[src/rtl/clawgame_pkg.sv]
// Shared types and widths for the claw game round sequencer.
//
// Contents:
//   state_e  : game state enum with its 2-bit output encoding
//   TimeW    : width of time_left, score and high_score
//   ReadyW   : width of the get-ready countdown
package clawgame_pkg;

  localparam int unsigned TimeW  = 16;
  localparam int unsigned ReadyW = 4;

  // The encoding is visible on the state output, so the values are fixed.
  typedef enum logic [1:0] {
    StIdle    = 2'd0,
    StArmed   = 2'd1,
    StPlaying = 2'd2,
    StOver    = 2'd3
  } state_e;

endpackage

[src/rtl/clawgame_sec_prescaler.sv]
// Game-second prescaler: counts clock cycles 0..CLK_HZ-1 while enabled and
// flags the last cycle of each game second.
//
// Parameters:
//   CLK_HZ : clock cycles per game second (>= 2)
// Ports:
//   clock  in  : system clock
//   reset  in  : synchronous, active-high
//   enable in  : count while high; counter is held at 0 while low
//   clear  in  : force the counter back to 0 on the next edge
//   tick   out : combinational, high when the count is CLK_HZ-1 and enabled
module clawgame_sec_prescaler #(
  parameter int unsigned CLK_HZ = 100_000_000
) (
  input  logic clock,
  input  logic reset,
  input  logic enable,
  input  logic clear,
  output logic tick
);

  localparam int unsigned CntW = (CLK_HZ > 2) ? $clog2(CLK_HZ) : 1;
  localparam logic [CntW-1:0] CntLast = CntW'(CLK_HZ - 1);

  logic [CntW-1:0] count_q, count_d;

  assign tick = enable && (count_q == CntLast);

  always_comb begin
    count_d = count_q + CntW'(1);
    if (clear || !enable || tick) begin
      count_d = '0;
    end
  end

  always_ff @(posedge clock) begin
    if (reset) begin
      count_q <= '0;
    end else begin
      count_q <= count_d;
    end
  end

endmodule

[src/rtl/clawgame_round_ctrl.sv]
// Claw game round sequencer: game state machine (idle, get-ready countdown,
// playing, game over), round timer, score counter and optional high score.
//
// Build option:
//   CLAWGAME_HIGH_SCORE_EN : when defined, high_score tracks the best final
//                            score since reset; otherwise it is tied to 0.
// Parameters:
//   CLK_HZ        : clock cycles per game second (>= 2)
//   ROUND_SECONDS : playing phase length, 1..65535
//   READY_SECONDS : get-ready countdown length, 0..15
// Ports:
//   clock        in  : system clock
//   reset        in  : synchronous, active-high
//   start_btn    in  : debounced level, rising edge starts a round
//   score_btn    in  : debounced level, rising edge scores a point
//   game_active  out : high only while playing
//   ready_active out : high only during the get-ready countdown
//   game_over    out : one-cycle pulse on entry to the game-over state
//   state        out : IDLE=0, ARMED=1, PLAYING=2, OVER=3
//   ready_left   out : get-ready seconds remaining
//   time_left    out : round seconds remaining
//   score        out : current round score
//   high_score   out : best final score since reset
module clawgame_round_ctrl
  import clawgame_pkg::*;
#(
  parameter int unsigned CLK_HZ        = 100_000_000,
  parameter int unsigned ROUND_SECONDS = 60,
  parameter int unsigned READY_SECONDS = 3
) (
  input  logic              clock,
  input  logic              reset,
  input  logic              start_btn,
  input  logic              score_btn,
  output logic              game_active,
  output logic              ready_active,
  output logic              game_over,
  output logic [1:0]        state,
  output logic [ReadyW-1:0] ready_left,
  output logic [TimeW-1:0]  time_left,
  output logic [TimeW-1:0]  score,
  output logic [TimeW-1:0]  high_score
);

  localparam logic [TimeW-1:0]  RoundLoad = TimeW'(ROUND_SECONDS);
  localparam logic [ReadyW-1:0] ReadyLoad = ReadyW'(READY_SECONDS);
  // A zero-length countdown skips ARMED entirely.
  localparam state_e StartState = (READY_SECONDS == 0) ? StPlaying : StArmed;

  state_e            state_q, state_d;
  logic [ReadyW-1:0] ready_q, ready_d;
  logic [TimeW-1:0]  time_q, time_d;
  logic [TimeW-1:0]  score_q, score_d;
  logic              start_prev_q, score_prev_q;
  logic              game_active_q, ready_active_q, game_over_q;
  logic              game_over_d;
  logic              start_rise, score_rise;
  logic              presc_en, presc_clear, sec_tick;

  // Previous samples reset high so a button held through reset is not an edge.
  assign start_rise = start_btn && !start_prev_q;
  assign score_rise = score_btn && !score_prev_q;

  assign presc_en = (state_q == StArmed) || (state_q == StPlaying);

  clawgame_sec_prescaler #(
    .CLK_HZ(CLK_HZ)
  ) u_prescaler (
    .clock (clock),
    .reset (reset),
    .enable(presc_en),
    .clear (presc_clear),
    .tick  (sec_tick)
  );

  always_comb begin
    state_d     = state_q;
    ready_d     = ready_q;
    time_d      = time_q;
    score_d     = score_q;
    presc_clear = 1'b0;
    game_over_d = 1'b0;

    unique case (state_q)
      StIdle, StOver: begin
        if (start_rise) begin
          state_d     = StartState;
          score_d     = '0;
          time_d      = RoundLoad;
          ready_d     = ReadyLoad;
          presc_clear = 1'b1;
        end
      end

      StArmed: begin
        if (sec_tick) begin
          if (ready_q <= ReadyW'(1)) begin
            state_d     = StPlaying;
            ready_d     = '0;
            presc_clear = 1'b1;
          end else begin
            ready_d = ready_q - ReadyW'(1);
          end
        end
      end

      StPlaying: begin
        // Counted even on the final tick, so it reaches the high-score compare.
        if (score_rise && (score_q != '1)) begin
          score_d = score_q + TimeW'(1);
        end
        if (sec_tick) begin
          if (time_q <= TimeW'(1)) begin
            state_d     = StOver;
            time_d      = '0;
            game_over_d = 1'b1;
          end else begin
            time_d = time_q - TimeW'(1);
          end
        end
      end

      default: state_d = StIdle;
    endcase
  end

  always_ff @(posedge clock) begin
    if (reset) begin
      state_q        <= StIdle;
      ready_q        <= '0;
      time_q         <= '0;
      score_q        <= '0;
      start_prev_q   <= 1'b1;
      score_prev_q   <= 1'b1;
      game_active_q  <= 1'b0;
      ready_active_q <= 1'b0;
      game_over_q    <= 1'b0;
    end else begin
      state_q        <= state_d;
      ready_q        <= ready_d;
      time_q         <= time_d;
      score_q        <= score_d;
      start_prev_q   <= start_btn;
      score_prev_q   <= score_btn;
      // Flags are decoded from the next state so they change with state.
      game_active_q  <= (state_d == StPlaying);
      ready_active_q <= (state_d == StArmed);
      game_over_q    <= game_over_d;
    end
  end

`ifdef CLAWGAME_HIGH_SCORE_EN
  logic [TimeW-1:0] high_score_q;

  // Compare against score_d so a same-cycle final increment is included.
  always_ff @(posedge clock) begin
    if (reset) begin
      high_score_q <= '0;
    end else if (game_over_d && (score_d > high_score_q)) begin
      high_score_q <= score_d;
    end
  end

  assign high_score = high_score_q;
`else
  assign high_score = '0;
`endif

  assign state        = state_q;
  assign ready_left   = ready_q;
  assign time_left    = time_q;
  assign score        = score_q;
  assign game_active  = game_active_q;
  assign ready_active = ready_active_q;
  assign game_over    = game_over_q;

endmodule

[config.mk]
export PLATFORM = sky130hd
export DESIGN_NAME = clawgame_round_ctrl
export DESIGN_NICKNAME = d
export VERILOG_FILES = /design/src/rtl/clawgame_pkg.sv /design/src/rtl/clawgame_sec_prescaler.sv /design/src/rtl/clawgame_round_ctrl.sv
export SDC_FILE = /design/constraint.sdc
export NUM_CORES = 1
export LEC_CHECK = 0
export BUFFER_PORTS_ARGS = -buffer_cell sky130_fd_sc_hd__buf_2
export CAP_MARGIN = 25
export CORE_ASPECT_RATIO = 0.8
export CORE_UTILIZATION = 45
export CTS_CLUSTER_DIAMETER = 80
export CTS_CLUSTER_SIZE = 12
export DETAILED_ROUTE_END_ITERATION = 8
export PLACE_DENSITY = 0.7
export SYNTH_ARGS = -nofsm -noshare
export SYNTH_HDL_FRONTEND = slang
export SYNTH_HIERARCHICAL = 1
export SYNTH_SLANG_ARGS = --single-unit
[constraint.sdc]
create_clock -name clock -period 6.8 [get_ports clock]
set_input_delay 0.34 -clock clock [delete_from_list [all_inputs] [get_ports clock]]
set_output_delay 0.34 -clock clock [all_outputs]
set_load 0.005 [all_outputs]
After elaboration in Yosys (flattened, before gate mapping)
Index checks and enable logic that the tools add are counted.
- bits in registers: 70
- bits of input ports: 4
- output and inout bits: 57
- add/sub/neg operators: 4
- order comparisons: 2
- eq/ne operators: 11
- mux-type cells: 22
- bitwise gates (word level): 2
- reductions and logical operators: 19
- operators with widths (kind ; number):
    16-bit 2-to-1 mux ; 5
    16-bit case mux with 2 select lines ; 2
    27-bit by 1-bit adder with 27-bit output (second input constant) ; 1
    27-bit == test (second input constant) ; 1
    16-bit by 1-bit adder with 16-bit output (second input constant) ; 1
    16-bit by 1-bit less-or-equal comparator with 1-bit output (second input constant) ; 1
    16-bit inequality test (second input constant) ; 1
    16-bit by 1-bit subtractor with 16-bit output (second input constant) ; 1
    4-bit 2-to-1 mux ; 3
    2-bit 2-to-1 mux ; 5
    3-bit AND reduction ; 3
    4-bit case mux with 2 select lines ; 1
    2-bit == test (second input constant) ; 3
    2-bit by 1-bit inequality test with 1-bit output (second input constant) ; 3
    2-bit case mux with 3 select lines ; 1
    2-bit by 1-bit == test with 1-bit output (second input constant) ; 2
    4-bit by 1-bit less-or-equal comparator with 1-bit output (second input constant) ; 1
    1-bit logical AND ; 4
    1-bit 2-to-1 mux ; 4
    2-bit nonzero test ; 2
    2-bit OR reduction ; 2
    4-bit by 1-bit subtractor with 4-bit output (second input constant) ; 1
    1-bit zero test ; 3
    1-bit logical OR ; 3
    5 further kinds ; 6

Logic depth before layout (Yosys ltp)
- word-level depth: 8
- gate-level depth with buffers: 15
- gate-level depth less buffers: 11

Cells and area by module
The synthesis kept the hierarchy.
- by module, submodules not included (module ; times used ; cells an instance ; area each (sq um) ; sequential area each (sq um)):
    clawgame_round_ctrl ; 1 ; 293 ; 2391.0 ; 860.8
    clawgame_sec_prescaler ; 1 ; 153 ; 1357.6 ; 540.5

Worst setup path before layout
OpenSTA, ideal clock, no wires.
- path kind: register to register
- start: register state_q[0], in the netlist state[0]
- end: register time_q[12], in the netlist time_left[12]
- library setup time: 129 ps
- arrival: 3484 ps
- setup slack: 3187 ps
- cell stages (with the launch flop): 15
- buffers on the path: 3
- period minus slack after synthesis: 3613 ps
- cell sequence: dfxtp_1 > inv_1 > ha_1 > clkbuf_1 > buf_4 > inv_1 > nor4bb_1 > nand3_1 > nor3_1 > clkbuf_1 > mux2i_1 > a2111oi_0 > and2b_2 > xnor2_1 > nor2_1
- word-level cells in the longest chain between the ends: 5
- elaborated cells on any way between the ends: 12
- classes of those cells: eq/ne: 5; mux: 1; reduce/logical: 6
- RTL lines (element ; line ; source):
    from (decl) ; clawgame_round_ctrl.sv:50 ; state_e state_q, state_d;
    from (signal assigned) ; clawgame_round_ctrl.sv:129 ; state_q <= StIdle;
    from (signal assigned) ; clawgame_round_ctrl.sv:139 ; state_q <= state_d;
    2-bit by 1-bit == test with 1-bit output / 2-bit == test (equally long branches) ; clawgame_round_ctrl.sv:64 ; assign presc_en = (state_q == StArmed) || (state_q == StPlaying);
    1-bit logical OR (*) ; clawgame_round_ctrl.sv:64 ;
    net presc_en ; clawgame_round_ctrl.sv:58 ; logic presc_en, presc_clear, sec_tick;
    1-bit logical AND (*) ; clawgame_sec_prescaler.sv:27 ; assign tick = enable && (count_q == CntLast);
    net sec_tick ; clawgame_round_ctrl.sv:58 ;
    2-bit by 1-bit inequality test with 1-bit output (no source line) (*) ; - ;
    3-bit AND reduction (no source line) (*) ; - ;
    to (signal assigned) ; clawgame_round_ctrl.sv:141 ; time_q <= time_d;
    to (decl) ; clawgame_round_ctrl.sv:52 ; logic [TimeW-1:0] time_q, time_d;
Mark *: on every way through the listed nets, which the timed path passes. The rest lies on a longest branch.
A chain may end at the register's enable or synchronous reset.

Worst setup path in the final report
- start: register state_q[0], in the netlist state[0]
- end: register u_prescaler.count_q[4]
- word-level cells in the longest chain between the ends: 8
- elaborated cells on any way between the ends: 13
- classes of those cells: eq/ne: 3; mux: 2; reduce/logical: 8
- RTL lines (element ; line ; source):
    2-bit by 1-bit == test with 1-bit output / 2-bit == test (equally long branches) ; clawgame_round_ctrl.sv:64 ;
    1-bit logical OR (*) ; clawgame_round_ctrl.sv:64 ;
    net presc_en ; clawgame_round_ctrl.sv:58 ;
    1-bit logical AND (*) ; clawgame_sec_prescaler.sv:27 ;
    net sec_tick ; clawgame_round_ctrl.sv:58 ;
    1-bit 2-to-1 mux (*) ; clawgame_round_ctrl.sv:96 ; if (sec_tick) begin
    1-bit case mux with 2 select lines (*) ; clawgame_round_ctrl.sv:84 ; unique case (state_q)
    net presc_clear ; clawgame_round_ctrl.sv:58 ;
    1-bit logical OR (*) (2 in a row) ; clawgame_sec_prescaler.sv:31 ; if (clear || !enable || tick) begin
    2-bit OR reduction (no source line) (*) ; - ;
    to (signal assigned) ; clawgame_sec_prescaler.sv:40 ; count_q <= count_d;
    to (decl) ; clawgame_sec_prescaler.sv:25 ; logic [CntW-1:0] count_q, count_d;
Marked as above.

==> key figures <==
Global routing
  • Grt ovf: 0
  • GRT Resource Usage Total: 19.7%
  • Vias in the first global route: 2,924
  • Pin count of the biggest net entering global routing: 28
  • First-pass GRT wire length: 14,100 um
  • Antenna violations before repair: 0

Power
  • LEAKAGE: 1.54 nW
  • Worst VDD drop: 0.000118 V
  • Power Density: 213 nW/um2
  • Power Total: 0.894 mW

Cells and area
  • Fill count: 776
  • Synth-to-layout area growth: 12.2%
  • Layout Cells excl Fill: 601
  • Fin nets: 500
  • Antenna Cells: 0
  • Share of layout cells above drive strength 1: 16.8%

Synth
  • Sequential share of the synthesized area: 37.4%
  • Synth Area in Simple Gates: 31.2%
  • Number of synthesized flops with an enable pin: 0
  • Synthesized area: 3750 um2
  • Post-synthesis adder-cell area fraction: 2.67%
  • Ys flop type: dfxtp_1
  • Register bit total from synthesis: 70
  • Yosys cell types: 57
  • Post-synthesis compound-gate area fraction: 16.8%
  • Post-Syn Instances: 446
  • Syn_area_per_cell: 8.40 um2
  • Mux contribution to synthesized area: 0.534%
  • Largest family of logic cells by synthesized area: simple AND/OR/NAND/NOR gates
  • Xor and xnor area share after synthesis: 4.91%
  • Ys Warns: 6
  • Asr flop ratio synth: 0%

Critical path
  • CP Launch Type: flop
  • Crit. End Element: flop
  • Required @ worst endpoint: 7.00 ns
  • R2R depth: 12
  • Slowest CP cell: nand2_1
  • WS Path Type: flop to flop
  • Crit Path Max Fanout: 27
  • Reg2reg setup slack: 3.48 ns
  • Slowest stage delay, CP: 0.70 ns
  • CP Cell Sequence: inv_1, ha_1, inv_1, nor4bb_1, nand3_1, nor3_2, buf_4, nand3_1, a21oi_1, nor2_1, nand2_1, nor2_1
  • Arrival time at the worst endpoint: 3.52 ns

Outcome
  • Status: finished clean

Floorplan
  • Die H: 83.6 um
  • Die area: 8700 um2
  • Core area: 8020 um2
  • Io pins: 61
  • Starting density of the core: 46.7%
  • Die width: 104 um
  • # rows: 29

Clock tree
  • CTS Root Cell: clkbuf_8
  • Total clock sinks: 70
  • Worst-Skew Late Latency: 0.35 ns
  • Clock Path Buffers: 2
  • H-tree Lvls: 3
  • Clock transition at path regs: 0.08 ns
  • Number of buffers created by CTS: 9
  • # Post-CTS Setup Buffers: 0
  • Hold buffer count at CTS: 0
  • Post-CTS Resized: 0
  • TritonCTS clock tree: done

Placed design
  • Input/output buffers: 44
  • Detail Placement HPWL: 5840 um
  • Placed cell count: 585
  • GP Congestion: 0.848

Timing
  • Setup_tns: 0 ns
  • RSZ-0062 raised after global routing: no
  • Max Clock Skew: 0.0124 ns
  • Slew Limit Headroom: 37.5%
  • Worst-Margin Slew: 0.935 ns
  • Post-layout minimum cycle time: 3.32 ns
  • Setup violations, final: 0
  • Final period utilization: 48.8%
  • Maximum clock frequency: 0.301 GHz
  • Max-slew violation count: 0
  • Final hold viol count: 0

Routing
  • Drt drc: 0
  • Post-DR vias/cell: 5.59
  • Final wirelength: 8280 um
  • Vias: 3,360
  • Detail Route Antenna Nets: 0
  • Initial DRC count: 184
  • DR pass1 iterations: 4
  • Drt wl/cell: 13.8 um

Run
  • Max cap viols: 0

Min path
  • Hold WC Path Type: input pin to flop
  • Worst Hold Depth: 2
routing by layer:
layer / GRT usage, % / routed length [um] / up-vias
li1: - / - / 1719
met1: 27.8 / 4290 / 1558
met2: 29.8 / 3570 / 70
met3: 4.45 / 327 / 13
met4: 5.84 / 97 / 0
met5: 0 / 0 / -
final timing paths:
check | startpoint | to
worst max-delay path | state[0]$_SDFF_PP0_ | u_prescaler/count_q[4]$_SDFF_PP0_
worst min-delay path | score_btn | score_prev_q$_SDFF_PP1_
worst max register to register | state[0]$_SDFF_PP0_ | u_prescaler/count_q[4]$_SDFF_PP0_
worst min register to register | u_prescaler/count_q[0]$_SDFF_PP0_ | u_prescaler/count_q[0]$_SDFF_PP0_
state kept, by name (all words and copies together) (netlist names):
register,flops
time_left,16
score_prev_q,1
score,16
game_active,1
state,2
game_over,1
u_prescaler/count_q,27
ready_left,4
start_prev_q,1
ready_active,1
cells in the mapped netlist (2+ instances only):
master,number,area [um2]
a31oi_1,2,12.5
a2111oi_0,2,17.5
and3b_1,2,17.5
nand2b_1,4,25.0
nor4bb_1,2,20.0
nand2_1,32,120
a22oi_1,5,37.5
nor4_1,4,25.0
xnor2_1,10,87.6
o21a_1,3,22.5
nor3_1,33,165
or4_1,13,97.6
a31o_2,3,26.3
clkbuf_1,10,37.5
nor2b_1,4,25.0
a211oi_1,14,105
nand3b_1,2,15.0
mux2i_1,2,20.0
nor3b_1,5,37.5
nand4_1,12,75.1
nor2_1,42,158
or4_4,4,45.0
and4_1,7,61.3
a21oi_1,21,105
dfxtp_1,70,1400
o311ai_0,3,26.3
o22ai_1,2,12.5
o21ai_0,12,60.1
o31ai_1,12,90.1
a21o_1,4,30.0
or4b_2,3,30.0
inv_1,15,56.3
ha_1,8,100
xor2_1,11,96.3
and3_1,2,12.5
buf_4,17,128
nand3_1,18,90.1
or3_1,8,50.1
or2_2,5,31.3
critical path: cells and delay by family (launching register included):
family,cells,cell delay [ns]
buffers and inverters,3,0.52
and+or+nand+nor,7,1.63
AOI/OAI and AO/OA,1,0.16
DFF,1,0.35
adders and majority gates,1,0.49
area by class of cell:
| class | instances | area, um2 | share of cell area (%) |
|---|---|---|---|
| sequential | 70 | 1400 | 33.3 |
| timing repair buffer | 46 | 231 | 5.50 |
| multi-input combinational | 346 | 2170 | 51.5 |
| inverter | 15 | 56.3 | 1.34 |
| clock buffer | 10 | 128 | 3.03 |
| clock inverter | 6 | 86.3 | 2.05 |
| tap | 108 | 135 | 3.21 |
stage by stage:
| step | area, um2 | hold WS, ns | utilization, % | setup slack (ns) |
|---|---|---|---|---|
| finish | 4210 | 0.203 | 52.4 | 3.48 |
| floorplan | 3800 | 0.447 | - | 3.19 |
| global placement | 3990 | 0.484 | 49.7 | 3.53 |
| global route | 4210 | 0.196 | 52.4 | 3.07 |
| CTS | 4210 | 0.191 | 52.4 | 3.51 |
| detailed placement | 3990 | 0.485 | 49.8 | 3.52 |
cells in the final DEF (no fill, tap or decap), types with 5 or more instances in the layout:
cell type,count
a211oi_1,14
a21oi_1,21
a22oi_1,5
and4_1,7
buf_2,44
clkbuf_8,9
conb_1,16
dfxtp_1,70
ha_1,8
inv_1,15
nand2_1,32
nand3_1,18
nand4_1,12
nor2_1,42
nor3_1,32
nor3b_1,5
o21ai_0,12
o31ai_1,12
or2_2,5
or3_1,8
or4_1,13
xnor2_1,10
xor2_1,11
report_power, final:
group	leakage [nW]	switching, mW	internal, mW
clock	0.106	0.158	0.206
combinational	0.869	0.0573	0.0424
sequential	0.566	0.0111	0.419
total	1.54	0.227	0.668
cell families (layout without fill, tap and decap cells):
| group | after synthesis | after routing |
|---|---|---|
| compound gates | 91 | 91 |
| xor+xnor | 21 | 21 |
| fa+ha+maj | 8 | 8 |
| buf+inv | 45 | 77 |
| flops | 70 | 70 |
| mux | 2 | 2 |
| other cells | 1 | 16 |
| simple gates | 208 | 208 |
Note: power is estimated with default switching activity, not from simulation.
